## src/rtl/processor_parametros_entrada_if.sv

```systemverilog
// Processor-side Avalon-MM write slave and Avalon-ST source bundle for the
// parameter input bridge. The slave modport is the bridge's view.
interface processor_parametros_entrada_if #(
  parameter int DATA_WIDTH = 32
);
  logic                  avalonmm_write_slave_address;
  logic                  avalonmm_write_slave_write;
  logic [31:0]           avalonmm_write_slave_writedata;
  logic                  avalonmm_write_slave_read;
  logic [31:0]           avalonmm_write_slave_readdata;
  logic [DATA_WIDTH-1:0] avalonst_source_data;
  logic                  avalonst_source_valid;
  logic                  avalonst_source_ready;

  modport slave (
    input  avalonmm_write_slave_address,
    input  avalonmm_write_slave_write,
    input  avalonmm_write_slave_writedata,
    input  avalonmm_write_slave_read,
    output avalonmm_write_slave_readdata,
    output avalonst_source_data,
    output avalonst_source_valid,
    input  avalonst_source_ready
  );

  modport master (
    output avalonmm_write_slave_address,
    output avalonmm_write_slave_write,
    output avalonmm_write_slave_writedata,
    output avalonmm_write_slave_read,
    input  avalonmm_write_slave_readdata,
    input  avalonst_source_data,
    input  avalonst_source_valid,
    output avalonst_source_ready
  );
endinterface

```

## src/rtl/processor_parametros_entrada.sv

```systemverilog
// Processor-to-stream bridge: MM word writes are buffered in a FIFO and
// presented first-word-fall-through on an Avalon-ST source.
module processor_parametros_entrada #(
  parameter int DATA_WIDTH = 32,
  parameter int DEPTH      = 16,
  parameter int AW         = 4
) (
  input  logic wrclock,
  input  logic reset,
  processor_parametros_entrada_if.slave bus
);

  logic [DATA_WIDTH-1:0] r_mem [DEPTH];
  logic [AW-1:0]         r_rd_ptr;
  logic [AW-1:0]         r_wr_ptr;
  logic [AW:0]           r_count;
  logic                  r_overflow;
  logic [31:0]           r_readdata;

  logic        w_full;
  logic        w_empty;
  logic        w_data_wr;
  logic        w_ctrl_wr;
  logic        w_push;
  logic        w_pop;
  logic        w_flush;
  logic        w_clr_ovf;
  logic        w_set_ovf;
  logic [31:0] w_status;

  assign w_full    = (r_count == (AW+1)'(DEPTH));
  assign w_empty   = (r_count == '0);
  assign w_data_wr = bus.avalonmm_write_slave_write & ~bus.avalonmm_write_slave_address;
  assign w_ctrl_wr = bus.avalonmm_write_slave_write &  bus.avalonmm_write_slave_address;
  // A write into a full FIFO is dropped even if a pop frees a slot this cycle.
  assign w_push    = w_data_wr & ~w_full;
  assign w_set_ovf = w_data_wr &  w_full;
  assign w_pop     = ~w_empty & bus.avalonst_source_ready;
  assign w_flush   = w_ctrl_wr & bus.avalonmm_write_slave_writedata[0];
  assign w_clr_ovf = w_ctrl_wr & bus.avalonmm_write_slave_writedata[1];

  always_comb begin
    w_status       = '0;
    w_status[AW:0] = r_count;
    w_status[16]   = w_empty;
    w_status[17]   = w_full;
    w_status[24]   = r_overflow;
  end

  // Storage has no reset; only the pointers/count define which words are live.
  always_ff @(posedge wrclock) begin
    if (w_push) begin
      r_mem[r_wr_ptr] <= DATA_WIDTH'(bus.avalonmm_write_slave_writedata);
    end
  end

  always_ff @(posedge wrclock or posedge reset) begin
    if (reset) begin
      r_rd_ptr <= '0;
      r_wr_ptr <= '0;
      r_count  <= '0;
    end else if (w_flush) begin
      r_rd_ptr <= '0;
      r_wr_ptr <= '0;
      r_count  <= '0;
    end else begin
      if (w_push) r_wr_ptr <= r_wr_ptr + 1'b1;
      if (w_pop)  r_rd_ptr <= r_rd_ptr + 1'b1;
      case ({w_push, w_pop})
        2'b10:   r_count <= r_count + 1'b1;
        2'b01:   r_count <= r_count - 1'b1;
        default: r_count <= r_count;
      endcase
    end
  end

  always_ff @(posedge wrclock or posedge reset) begin
    if (reset) begin
      r_overflow <= 1'b0;
    end else if (w_clr_ovf) begin
      r_overflow <= 1'b0;
    end else if (w_set_ovf) begin
      r_overflow <= 1'b1;
    end
  end

  // Status is captured from the pre-update state of the read cycle.
  always_ff @(posedge wrclock or posedge reset) begin
    if (reset) begin
      r_readdata <= '0;
    end else if (bus.avalonmm_write_slave_read) begin
      r_readdata <= bus.avalonmm_write_slave_address ? w_status : 32'h0;
    end
  end

  assign bus.avalonmm_write_slave_readdata = r_readdata;
  assign bus.avalonst_source_valid         = ~w_empty;
  assign bus.avalonst_source_data          = w_empty ? '0 : r_mem[r_rd_ptr];

endmodule

```

## src/flat_wrapper.sv

```systemverilog
// flat-port wrapper written by rule: the top's interface ports become plain ports
module processor_parametros_entrada_flat 
#(
  parameter int DATA_WIDTH = 32,
  parameter int DEPTH      = 16,
  parameter int AW         = 4
)
  (wrclock, reset, bus_avalonmm_write_slave_address, bus_avalonmm_write_slave_write, bus_avalonmm_write_slave_writedata, bus_avalonmm_write_slave_read, bus_avalonmm_write_slave_readdata, bus_avalonst_source_data, bus_avalonst_source_valid, bus_avalonst_source_ready);
  processor_parametros_entrada_if #(.DATA_WIDTH(DATA_WIDTH)) bus_i ();
  input  logic wrclock;
  input  logic reset;
  input wire logic [$bits(bus_i.avalonmm_write_slave_address)-1:0] bus_avalonmm_write_slave_address;
  input wire logic [$bits(bus_i.avalonmm_write_slave_write)-1:0] bus_avalonmm_write_slave_write;
  input wire logic [$bits(bus_i.avalonmm_write_slave_writedata)-1:0] bus_avalonmm_write_slave_writedata;
  input wire logic [$bits(bus_i.avalonmm_write_slave_read)-1:0] bus_avalonmm_write_slave_read;
  output wire logic [$bits(bus_i.avalonmm_write_slave_readdata)-1:0] bus_avalonmm_write_slave_readdata;
  output wire logic [$bits(bus_i.avalonst_source_data)-1:0] bus_avalonst_source_data;
  output wire logic [$bits(bus_i.avalonst_source_valid)-1:0] bus_avalonst_source_valid;
  input wire logic [$bits(bus_i.avalonst_source_ready)-1:0] bus_avalonst_source_ready;
  assign bus_i.avalonmm_write_slave_address = bus_avalonmm_write_slave_address;
  assign bus_i.avalonmm_write_slave_write = bus_avalonmm_write_slave_write;
  assign bus_i.avalonmm_write_slave_writedata = bus_avalonmm_write_slave_writedata;
  assign bus_i.avalonmm_write_slave_read = bus_avalonmm_write_slave_read;
  assign bus_avalonmm_write_slave_readdata = bus_i.avalonmm_write_slave_readdata;
  assign bus_avalonst_source_data = bus_i.avalonst_source_data;
  assign bus_avalonst_source_valid = bus_i.avalonst_source_valid;
  assign bus_i.avalonst_source_ready = bus_avalonst_source_ready;
  processor_parametros_entrada #(.DATA_WIDTH(DATA_WIDTH), .DEPTH(DEPTH), .AW(AW)) u_core (.wrclock(wrclock), .reset(reset), .bus(bus_i));
endmodule
```

## config.mk

```make
export PLATFORM = sky130hd
export DESIGN_NAME = processor_parametros_entrada_flat
export DESIGN_NICKNAME = d
export VERILOG_FILES = /design/src/rtl/processor_parametros_entrada_if.sv /design/src/rtl/processor_parametros_entrada.sv /design/src/flat_wrapper.sv
export SDC_FILE = /design/constraint.sdc
export NUM_CORES = 1
export LEC_CHECK = 0
export ABC_AREA = 1
export CAP_MARGIN = 20
export CORE_MARGIN = 1.5
export CORE_UTILIZATION = 58
export DETAILED_ROUTE_END_ITERATION = 8
export DONT_BUFFER_PORTS = 1
export PLACE_DENSITY_LB_ADDON = 0.25
export SLEW_MARGIN = 25
export SYNTH_ARGS = -nofsm -noshare
export SYNTH_HDL_FRONTEND = slang
export SYNTH_SLANG_ARGS = --single-unit
```

## constraint.sdc

```tcl
create_clock -name wrclock -period 6.41 [get_ports wrclock]
set_clock_uncertainty 0.05 [all_clocks]
set_input_delay 0.9615 -clock wrclock [delete_from_list [all_inputs] [get_ports wrclock]]
set_output_delay 0.9615 -clock wrclock [all_outputs]
set_load 0.005 [all_outputs]
```

==> impl_metrics.ini <==
[status]
status = finished clean

[timing]
hold_violations = 0
rsz0062_at_grt = false
slew_headroom = 0.310
worst_pin_slew_ps = 1030
fin_crit_sh = 0.719
slew_violations = 0
clock.fmax_ghz = 0.217
fin_setup_tns_ps = 0
finalSetupViolCount = 0
period_minus_slack_ps = 4610

[yosys]
synth_edf_count = 512
ys_top_cells_by_area = edfxtp_1 70%, nand2_1 12%, nand3_1 4.1%, a21oi_1 3.7%, dfrtp_1 2.5%
netlist_instances = 1905
synthArstFlopShare = 0.0412
synth-seq-cells = 534
synth_top_area_share = 0.701
ys_types = 24
yosys.area.top_type = edfxtp_1
synthTopCellsByCount = 714 x nand2_1, 512 x edfxtp_1, 179 x nand3_1
yosysWarnings = 0
syn_avg_cell_area_um2 = 11.5
yosysMostFrequentCell = nand2_1
syn-cell-area_um2 = 21900
synth-seq-area-share = 0.726
dominantRegCellSynth = edfxtp_1

[grt]
grt_util_all_layers = 0.258
gr-total-overflow = 0
grt_pass1_wl_mm = 75.9
grt_pass1_vias = 13400
antenna_found_initial = 0
grt_max_degree = 118

[floorplanning]
row_count = 71
fp.dieH_um = 197
die_w_um = 197
die_area_um2 = 39000
core_um2 = 37400
start_util = 0.586
io_pins = 103

[power]
p_switching_w = 0.00349
ir_worst_vdd_uv = 269
swShare = 0.344
leakagePower_nw = 9.17
combPwrFrac = 0.276
seqPwrFrac = 0.412
p_clk_frac = 0.312
p_per_area_nw_per_um2 = 419
p_int_w = 0.00665

[setup_path]
critPathKind = reg -> out
arrival_ps = 3600
cp-start-kind = flip-flop
cpMostUsedCell = nand3_1
critPathTopFamily = buffers and inverters
crit_path_end_kind = output pin
crit_required_ps = 5400
path_buf_inv = 2
crit_fanout = 75
path_cells = buf_4 > buf_4 > nand2_1 > nand3_1 > nand3_1 > nand3_1 > nand2_1 > nor2_1
crit_slowest_cell = dfrtp_4
max_stage_delay_ps = 970

[routing]
via_count = 13800
wirelength_mm = 49.5
vias_per_cell = 5.65
wire_per_inst_um = 20.3
drc_errors = 0
ant_nets = 0
drt-initial-drc-count = 1223
first_pass_iters = 5

[placement]
gp_congestion = 0.767
portBuffers = 0
post-dp-hpwl_mm = 26.8
placed_area_um2 = 22400

[cells_and_area]
syn2layout_area_growth_pct = 10.3
antennaDiodeCount = 0
finish.instance_area_um2 = 24200
drive_gt1_frac = 0.0724
nets = 1936
nFillCells = 2714

[min_path]
hold_class = in -> async

[clock_tree]
cts_htree_levels = 2
clock_path_buffers = 3
postCtsHoldBufs = 0
post-cts-setup-buffer-count = 0
cts.sinks = 534
clkLatencyLatePin_ps = 590
root_buffer = clkbuf_16
cts_tree = built
clk_pin_slew_worst_paths_ps = 60
ctsResizeCount = 0
numCtsBuffers = 54

[run]
cap_violations = 0
[sequential cells by signal, summed over array words and instances, names as in the netlist]
name	flops
u_core.r_wr_ptr	4
u_core.r_count	5
u_core.r_overflow	1
u_core.r_rd_ptr	4
u_core.r_mem	512
u_core.bus.avalonmm_write_slave_readdata	8
[power by group through the flow]
stage / Sequential (W) / Clock [W] / Combinational (W)
floorplan: 0.00413 / 0 / 0.00214
global placement: 0.00424 / 0 / 0.00273
detailed placement: 0.00425 / 0 / 0.00281
CTS: 0.00418 / 0.00319 / 0.00282
global route: 0.00420 / 0.00330 / 0.00313
finish: 0.00418 / 0.00316 / 0.00280
[layout by cell type (no fill, tap or decap), drive strengths merged, types with 24 or more instances in the layout]
| cell | count |
|---|---|
| a21oi | 160 |
| clkbuf | 62 |
| nand2 | 714 |
| nor2 | 54 |
| o21ai | 42 |
| buf | 32 |
| edfxtp | 512 |
| inv | 68 |
| nand3 | 179 |
| conb | 24 |
[worst register-to-register path: stages (launching register included)]
cell     delay, ps
dfrtp_1        410
nor2_1         210
nand4_1        550
buf_4          490
nand2_1        170
inv_1          150
ha_1           300
nand2_1        100
inv_1           50
nor2_1         130
ha_1           170
inv_1           40
nand2_1         90
nand3_1        110
nand2_1         80
nand2_1         40
nand3_1         60
nand2_1         50
[worst paths after layout]
kind | from | to | slack (ps) | cells after the start
worst max-delay path | u_core.r_rd_ptr[0] | bus_avalonst_source_data[19] | 1800 | 8
worst min-delay path | reset | u_core.bus.avalonmm_write_slave_readdata[17] | 380 | 1
worst max register to register | u_core.r_count[2] | u_core.r_count[4] | 3070 | 17
worst min register to register | u_core.r_overflow | u_core.r_overflow | 470 | 1
max in group asynchronous | reset | u_core.r_rd_ptr[0] | 5310 | 1
min in group wrclock | bus_avalonmm_write_slave_writedata[26] | u_core.r_mem[14][26] | 410 | 0
[area by class of cell]
| cell class | count | area [µm²] | area share |
|---|---|---|---|
| Tap cell | 511 | 639 | 0.0264 |
| Timing Repair Buffer | 32 | 324 | 0.0134 |
| Inverter | 67 | 256 | 0.0106 |
| Clock inverter | 39 | 387 | 0.0160 |
| Sequential cell | 534 | 15900 | 0.659 |
| Multi-Input combinational cell | 1200 | 5250 | 0.217 |
| Clock buffer | 62 | 1400 | 0.0580 |
[cells by family after synthesis]
logic type / count (synthesis) / share of synthesized area
fa+ha+maj: 9 / 0.00514
other cells: 1 / 0.000171
xor+xnor: 5 / 0.00200
simple gates: 952 / 0.174
buf+inv: 194 / 0.0437
compound gates: 210 / 0.0486
flops: 534 / 0.726
[metal layers]
metal / GRT usage / routed length, µm / vias up
li1: - / - / 6469
met1: 0.345 / 20400 / 6712
met2: 0.430 / 24200 / 516
met3: 0.0369 / 3310 / 109
met4: 0.106 / 1570 / 0
met5: 0 / 0 / -
[stage by stage]
| stage | hold slack, ps | worst slack (ps) | util | cells | power, W |
|---|---|---|---|---|---|
| after floorplan | 404 | 3060 | - | 1928 | 0.00627 |
| after global placement | 438 | 2380 | 0.596 | 2339 | 0.00698 |
| after detailed placement | 454 | 2400 | 0.599 | 2344 | 0.00706 |
| after CTS | 384 | 1770 | 0.647 | 2445 | 0.0102 |
| after global routing | 398 | 1560 | 0.647 | 2445 | 0.0106 |
| final | 380 | 1800 | 0.647 | 2445 | 0.0101 |
Note: power is estimated with default switching activity, not from simulation.
